<file path="src/rtl/sequencer_fsa.sv">
// 24-state FSA sequencer: one-hot state, derived pulses pA-pT, run/step/halt control.
// Optional SEQ_CLK_DIV_EN stretches each FSA state to CLK_DIV clocks.
module sequencer_fsa #(
    parameter int CNT_W   = 16,
    parameter int CLK_DIV = 4
) (
    input  logic             clock,
    input  logic             reset_n,
    input  logic             run,
    input  logic             step,
    input  logic             halt_req,
    input  logic             abort8,
    input  logic             abort10,
    input  logic             abort12,
    input  logic             abort14,
    output logic [23:0]      fsa_state,
    output logic [19:0]      pulses,
    output logic             running,
    output logic             halted,
    output logic [CNT_W-1:0] instr_count
);

    typedef enum logic [1:0] {IDLE, RUN, HALTED} ctrl_t;

    localparam logic [4:0] P_LO [20] = '{5'd1, 5'd2, 5'd5, 5'd5, 5'd6, 5'd9, 5'd9, 5'd11, 5'd11, 5'd9,
                                         5'd10, 5'd13, 5'd13, 5'd15, 5'd16, 5'd19, 5'd19, 5'd21, 5'd23, 5'd23};
    localparam logic [4:0] P_HI [20] = '{5'd4, 5'd3, 5'd6, 5'd5, 5'd7, 5'd10, 5'd9, 5'd12, 5'd11, 5'd12,
                                         5'd11, 5'd14, 5'd13, 5'd18, 5'd17, 5'd22, 5'd20, 5'd21, 5'd24, 5'd23};

    ctrl_t      ctrl;
    logic [4:0] idx;        // 0 = stopped, 1..24 = S1..S24
    logic [4:0] nxt_idx;
    logic       stop_pend;
    logic       single_flag;
    logic       adv;
    logic       step_seen;
    logic       start;
    logic       eoi;
    logic       stop_now;

    function automatic logic [23:0] onehot(input logic [4:0] s);
        logic [23:0] v;
        v = '0;
        if (s != 5'd0) v = 24'd1 << (s - 5'd1);
        return v;
    endfunction

    function automatic logic [19:0] decode(input logic [4:0] s);
        logic [19:0] p;
        p = '0;
        for (int unsigned i = 0; i < 20; i++)
            p[i] = (s >= P_LO[i]) && (s <= P_HI[i]);
        return p;
    endfunction

`ifdef SEQ_CLK_DIV_EN
    localparam int PW = (CLK_DIV > 2) ? $clog2(CLK_DIV) : 1;

    logic [PW-1:0] presc;
    logic          step_lat;

    // Free-running mod-CLK_DIV prescaler; leaving IDLE/HALTED happens on the wrap,
    // so S1 always starts with a fresh count.
    always_ff @(posedge clock or negedge reset_n) begin
        if (!reset_n) begin
            presc    <= '0;
            step_lat <= 1'b0;
        end else begin
            presc    <= adv ? '0 : presc + PW'(1);
            step_lat <= adv ? 1'b0 : (step_lat | (step && (ctrl != RUN)));
        end
    end

    assign adv       = (presc == PW'(CLK_DIV - 1));
    assign step_seen = step | step_lat;
`else
    logic unused_div;
    assign unused_div = (CLK_DIV >= 2);
    assign adv        = 1'b1;
    assign step_seen  = step;
`endif

    always_comb begin
        start    = (ctrl != RUN) && (run || step_seen);
        eoi      = (ctrl == RUN) &&
                   ((idx == 5'd24) ||
                    (idx == 5'd8  && abort8)  ||
                    (idx == 5'd10 && abort10) ||
                    (idx == 5'd12 && abort12) ||
                    (idx == 5'd14 && abort14));
        stop_now = stop_pend || halt_req || single_flag || !run;
        nxt_idx  = idx;
        if (adv) begin
            if (start)
                nxt_idx = 5'd1;
            else if (eoi)
                nxt_idx = stop_now ? 5'd0 : 5'd1;
            else if (ctrl == RUN)
                nxt_idx = idx + 5'd1;
        end
    end

    always_ff @(posedge clock or negedge reset_n) begin
        if (!reset_n) begin
            ctrl        <= IDLE;
            idx         <= '0;
            fsa_state   <= '0;
            pulses      <= '0;
            running     <= 1'b0;
            halted      <= 1'b0;
            instr_count <= '0;
            stop_pend   <= 1'b0;
            single_flag <= 1'b0;
        end else begin
            idx       <= nxt_idx;
            fsa_state <= onehot(nxt_idx);
            pulses    <= decode(nxt_idx);
            running   <= (nxt_idx != 5'd0);
            if (ctrl == RUN && halt_req)
                stop_pend <= 1'b1;
            if (adv) begin
                if (start) begin
                    ctrl        <= RUN;
                    halted      <= 1'b0;
                    single_flag <= step_seen;
                end else if (eoi) begin
                    instr_count <= instr_count + CNT_W'(1);
                    if (stop_now) begin
                        ctrl        <= HALTED;
                        halted      <= 1'b1;
                        stop_pend   <= 1'b0;
                        single_flag <= 1'b0;
                    end
                end
            end
        end
    end

endmodule

</file>
<file path="config.mk">
export PLATFORM = sky130hd
export DESIGN_NAME = sequencer_fsa
export DESIGN_NICKNAME = d
export VERILOG_FILES = /design/src/rtl/sequencer_fsa.sv
export SDC_FILE = /design/constraint.sdc
export NUM_CORES = 1
export LEC_CHECK = 0
export BUFFER_PORTS_ARGS = -buffer_cell sky130_fd_sc_hd__buf_4
export CORE_ASPECT_RATIO = 0.8
export CORE_MARGIN = 1.5
export CORE_UTILIZATION = 35
export DETAILED_ROUTE_END_ITERATION = 6
export PLACE_DENSITY = 0.65
export SYNTH_ARGS = -nofsm -noshare
export SYNTH_HDL_FRONTEND = slang
export SYNTH_SLANG_ARGS = --single-unit
</file>
<file path="constraint.sdc">
create_clock -name clock -period 3.6 [get_ports clock]
set_input_delay 0.54 -clock clock [delete_from_list [all_inputs] [get_ports clock]]
set_output_delay 0.54 -clock clock [all_outputs]
set_load 0.02 [all_outputs]
</file>
# After elaboration in Yosys (flattened, before gate mapping)
# Cells that the tools add are included.
# totals
in_bits,9
elab_cells,111
regBits,71
out_inout_bits,62
# op_classes
magnitude_cmp,31
shift,1
addsub,3
eq_ne,7
n_mux,18
n_reduce_logical,41
bitwise_logic,1
# op_table
cell,count
$le 5x5->1 const B,7
$le 5x4->1 const B,6
$logic_and 1x1->1,27
$ge 5x4->1 const B,5
$mux 24,1
$shl 1x5->24 const A,1
$eq 5x4->1 const B,4
$ge 5x5->1 const B,4
$le 5x3->1 const B,4
$add 16x1->16 const B,1
$mux 5,3
$mux 1,11
$ge 5x3->1 const B,2
$logic_or 1x1->1,8
$mux 2,3
$add 5x1->5 const B,1
$eq 5x5->1 const B,1
$ge 5x1->1 const B,1
$ge 5x2->1 const B,1
$le 5x2->1 const B,1
$reduce_bool 5->1,1
$sub 5x1->5 const B,1
$reduce_and 2->1,2
$reduce_bool 2->1,2
other kinds (4),4

# Longest topological paths before layout
# logic_depth
ltp_word,12
ltp_mapped,11
mapped_depth_nobuf,9

# Worst setup path before layout
# No wires, ideal clock.
# synth_timing
path_type,register to register
start,register idx[0]
end,register pulses[16]
path_buffers,2
arrival_ns,2.132
stages_incl_launch_ff,12
setup_slack_ns,1.381
synth_period_minus_slack_ns,2.219
required_ns,3.513
setup_time_ns,0.087
cell_sequence,dfrtp_1 -> inv_1 -> ha_1 -> a22oi_1 -> nor3_1 -> or4_4 -> buf_6 -> clkinv_2 -> buf_6 -> and2_4 -> a22oi_2 -> a211oi_2
# synth_between
elab_chain_cells,11
elab_cells_between_ends,21
# synth_lines
item,line,source
"start, declared",31,logic [4:0] idx;
"start signal, assigned",115,idx <= nxt_idx;
"parallel branches: the longest is 7 deep, another holds $add 5x1->5",--,
$mux 5 *,96,else if (eoi)
$mux 5 *,94,if (start)
named net nxt_idx[2],32,logic [4:0] nxt_idx;
$ge 5x5->1 / $le 5x5->1 (equally long branches),52,p[i] = (s >= P_LO[i]) && (s <= P_HI[i]);
$logic_and 1x1->1 *,52,
"end signal, assigned",117,pulses <= decode(nxt_idx);
"end, declared",17,"output logic [19:0] pulses,"
# Mark *: on every way through the listed nets, which the timed path passes.
# A chain may end at the register's enable or synchronous reset.

# Final worst setup path
# layout_timing
start,register idx[0]
end,register pulses[13]
# layout_between
elab_chain_cells,11
elab_cells_between_ends,21
# layout_lines
item,line
"parallel branches: the longest is 7 deep, another holds $add 5x1->5",--
$mux 5 *,96
$mux 5 *,94
$ge 5x4->1 / $le 5x5->1 (equally long branches),52
$logic_and 1x1->1 *,52
# Every way passes the cells marked *.

==> impl_metrics.py <==
metrics = {
    "sta": {
        "setup_viol": 0,
        "max_freq_mhz": 335,
        "finalCritPeriodShare_pct": 83.0,
        "final.setup.tns_ns": 0,
        "tightestPinTransition_ns": 0.870,
        "hold_slack_ns": 0.298,
        "drv_slew": 0,
        "rsz0062_at_grt": "false",
        "min_period_ns": 2.99,
        "hold_viol": 0,
        "relSlewSlack_pct": 42.0,
        "clock_skew_ns": 0.00587,
    },
    "setup_path": {
        "start_kind": "register",
        "critPathMaxFanout": 12,
        "slowest_stage": "inv_1",
        "crit_arrival_ns": 3.27,
        "worstSetupPathType": "reg2reg",
        "worstPathRequired_ns": 3.89,
        "critPathBufInv": 2,
        "cp_slowest_stage_delay_ns": 0.44,
        "crit_family": "compound AO/OA/AOI/OAI gates",
        "path_cells": "inv_1 -> ha_1 -> a22oi_1 -> o221ai_1 -> o21a_1 -> inv_1 -> nand4_1 -> o21ai_0 -> a22o_1",
        "endpoint_kind": "register",
        "path_common_cell": "inv_1",
    },
    "clocking": {
        "clkTransAtPathRegs_ns": 0.07,
        "clockBufferDepth": 2,
        "postCtsHoldBufs": 0,
        "postCtsSetupBuffers": 0,
        "ctsHtreeMaxLevel": 3,
        "cts.root.buffer_cell": "clkbuf_8",
        "cts_made_buffers": 9,
        "cts_tree": "done",
        "clk_latency_ns": 0.35,
        "cts_sinks": 70,
        "cts-resized-gates": 0,
    },
    "min_path": {
        "min_path_type": "in2async",
    },
    "die": {
        "core_um2": 8090,
        "start_util_pct": 36.9,
        "die_x_um": 106,
        "die_h_um": 85.6,
        "dieArea_um2": 9090,
        "io_pins": 71,
        "row_count": 29,
    },
    "global_routing": {
        "grt_max_degree": 71,
        "overflow": 0,
        "first_global_vias": 2261,
        "grt_pass1_wl_um": 11800,
        "antenna_found_initial": 0,
        "track_usage_pct": 17.0,
    },
    "drt": {
        "drtIter0Drc": 236,
        "vias": 2303,
        "wl_met3_um": 475,
        "dr.pass1.iters": 4,
        "drc_errors": 0,
        "wl_per_cell_um": 16.0,
        "routed.top_layer": "met4",
        "routedLengthMet1_um": 3490,
        "via_per_inst": 5.12,
        "route.met2.wl_um": 3100,
        "wirelength_um": 7200,
        "ant_nets": 0,
    },
    "yosys": {
        "syn_nets": 276,
        "avgSynthCellArea_um2": 11.3,
        "yosys_warnings": 0,
        "synth_top_area_share_pct": 58.7,
        "synth_enable_flop_cells": 0,
        "yosysSeqAreaShare_pct": 58.7,
        "synth_flop_cell": "dfrtp_1",
        "synthCells": 263,
        "ys_seq_elements": 70,
        "yosys-top-cells-count": "dfrtp_1 (70), nand2_1 (25), nor2_1 (25)",
        "ys_types": 60,
        "synth_area_um2": 2980,
        "synth.most_common_cell": "dfrtp_1",
        "netlist_top_cells_area": "dfrtp_1 (59%), xnor2_1 (3.5%), nand2_1 (3.1%)",
        "ys_async_sr_fraction_pct": 100,
        "synth_top_area_cell": "dfrtp_1",
    },
    "final_layout": {
        "antenna_cells": 0,
        "utilization_pct": 47.3,
        "nets": 350,
        "syn_to_final_growth_pct": 28.3,
        "drive_gt1_share_pct": 32.2,
        "fin_cells": 450,
        "fill_cells": 729,
    },
    "pwr": {
        "p_per_area_nw_per_um2": 1010,
        "power.total_uw": 3850,
        "ir_drop_uv": 532,
        "leakagePower_uw": 0.00185,
    },
    "job": {
        "maxCapViolations": 0,
    },
    "place": {
        "numPortBuffers": 70,
        "dpl.hpwl_um": 4970,
        "place_congestion": 0.816,
        "dp_cells": 434,
    },
    "outcome": {
        "status": "finished, final reports clean",
    },
}
-- cell type report --
class / count / area [um^2] / area share, %
Timing Repair Buffer: 72 / 541 / 14.1
Inverter: 8 / 31.3 / 0.817
Multi-Input combinational cell: 176 / 1140 / 29.7
Clock buffer: 11 / 151 / 3.95
Clock inverter: 5 / 81.3 / 2.12
Sequential cell: 70 / 1750 / 45.8
Tap cell: 108 / 135 / 3.53
-- worst paths after layout --
path | start | slack, ns | cells after the start | to
min reg2reg | instr_count[14] | 0.49 | 1 | instr_count[14]
min in group clock | step | 0.44 | 2 | single_flag
max in group asynchronous | reset_n | 2.73 | 1 | pulses[15]
min | reset_n | 0.30 | 1 | instr_count[15]
max reg2reg | idx[0] | 0.61 | 9 | pulses[13]
max | idx[0] | 0.61 | 9 | pulses[13]
-- cell families after synthesis --
| family | Yosys count | share of synthesized area, % |
|---|---|---|
| adder cells (fa/ha/maj) | 4 | 1.68 |
| multiplexers | 3 | 1.09 |
| XOR/XNOR | 16 | 4.70 |
| AO/OA/AOI/OAI | 30 | 7.59 |
| buffers and inverters | 17 | 3.19 |
| flip-flops | 70 | 58.7 |
| AND/OR/NAND/NOR | 123 | 23.1 |
-- power breakdown --
part / switching, uW / internal, uW / total (uW) / leakage [uW]
sequential: 134 / 980 / 1110 / 0.000941
combinational: 1380 / 642 / 2020 / 0.000793
clock: 294 / 428 / 721 / 0.000116
-- per-layer routing --
| layer | up-vias | global-route usage (%) |
|---|---|---|
| met4 | 0 | 5.53 |
| met2 | 87 | 23.5 |
| met3 | 11 | 5.85 |
| met1 | 1127 | 24.9 |
| li1 | 1078 | - |
| met5 | - | 0 |
-- sequential cells by signal, summed over array words and instances, names as in the netlist --
name	cells
idx	5
ctrl	1
stop_pend	1
fsa_state	24
single_flag	1
halted	1
running	1
pulses	20
instr_count	16
-- placed cells by master (no fill, tap or decap), drive strengths merged, types with 2 or more instances in the layout --
cell / n
xnor2: 12
o21ai: 8
clkbuf: 11
a22oi: 2
nor3: 22
nor2: 26
clkinv: 4
and2: 2
nand2: 27
nand3b: 3
buf: 72
nand3: 12
mux2: 2
and3: 4
nand2b: 5
nor4: 4
xor2: 4
inv: 6
dfrtp: 70
o21a: 2
a211oi: 3
ha: 4
nand4: 8
and4: 2
a21oi: 4
bufinv: 2
-- per-stage QoR --
stage / cell area, um^2 / setup WS (ns)
4_1_cts: 3830 / 0.662
2_1_floorplan: 2980 / 1.38
3_5_place_dp: 3600 / 0.700
3_3_place_gp: 3600 / 0.764
6_report: 3830 / 0.612
5_1_grt: 3830 / 0.414
(Power assumes the default switching activity.)
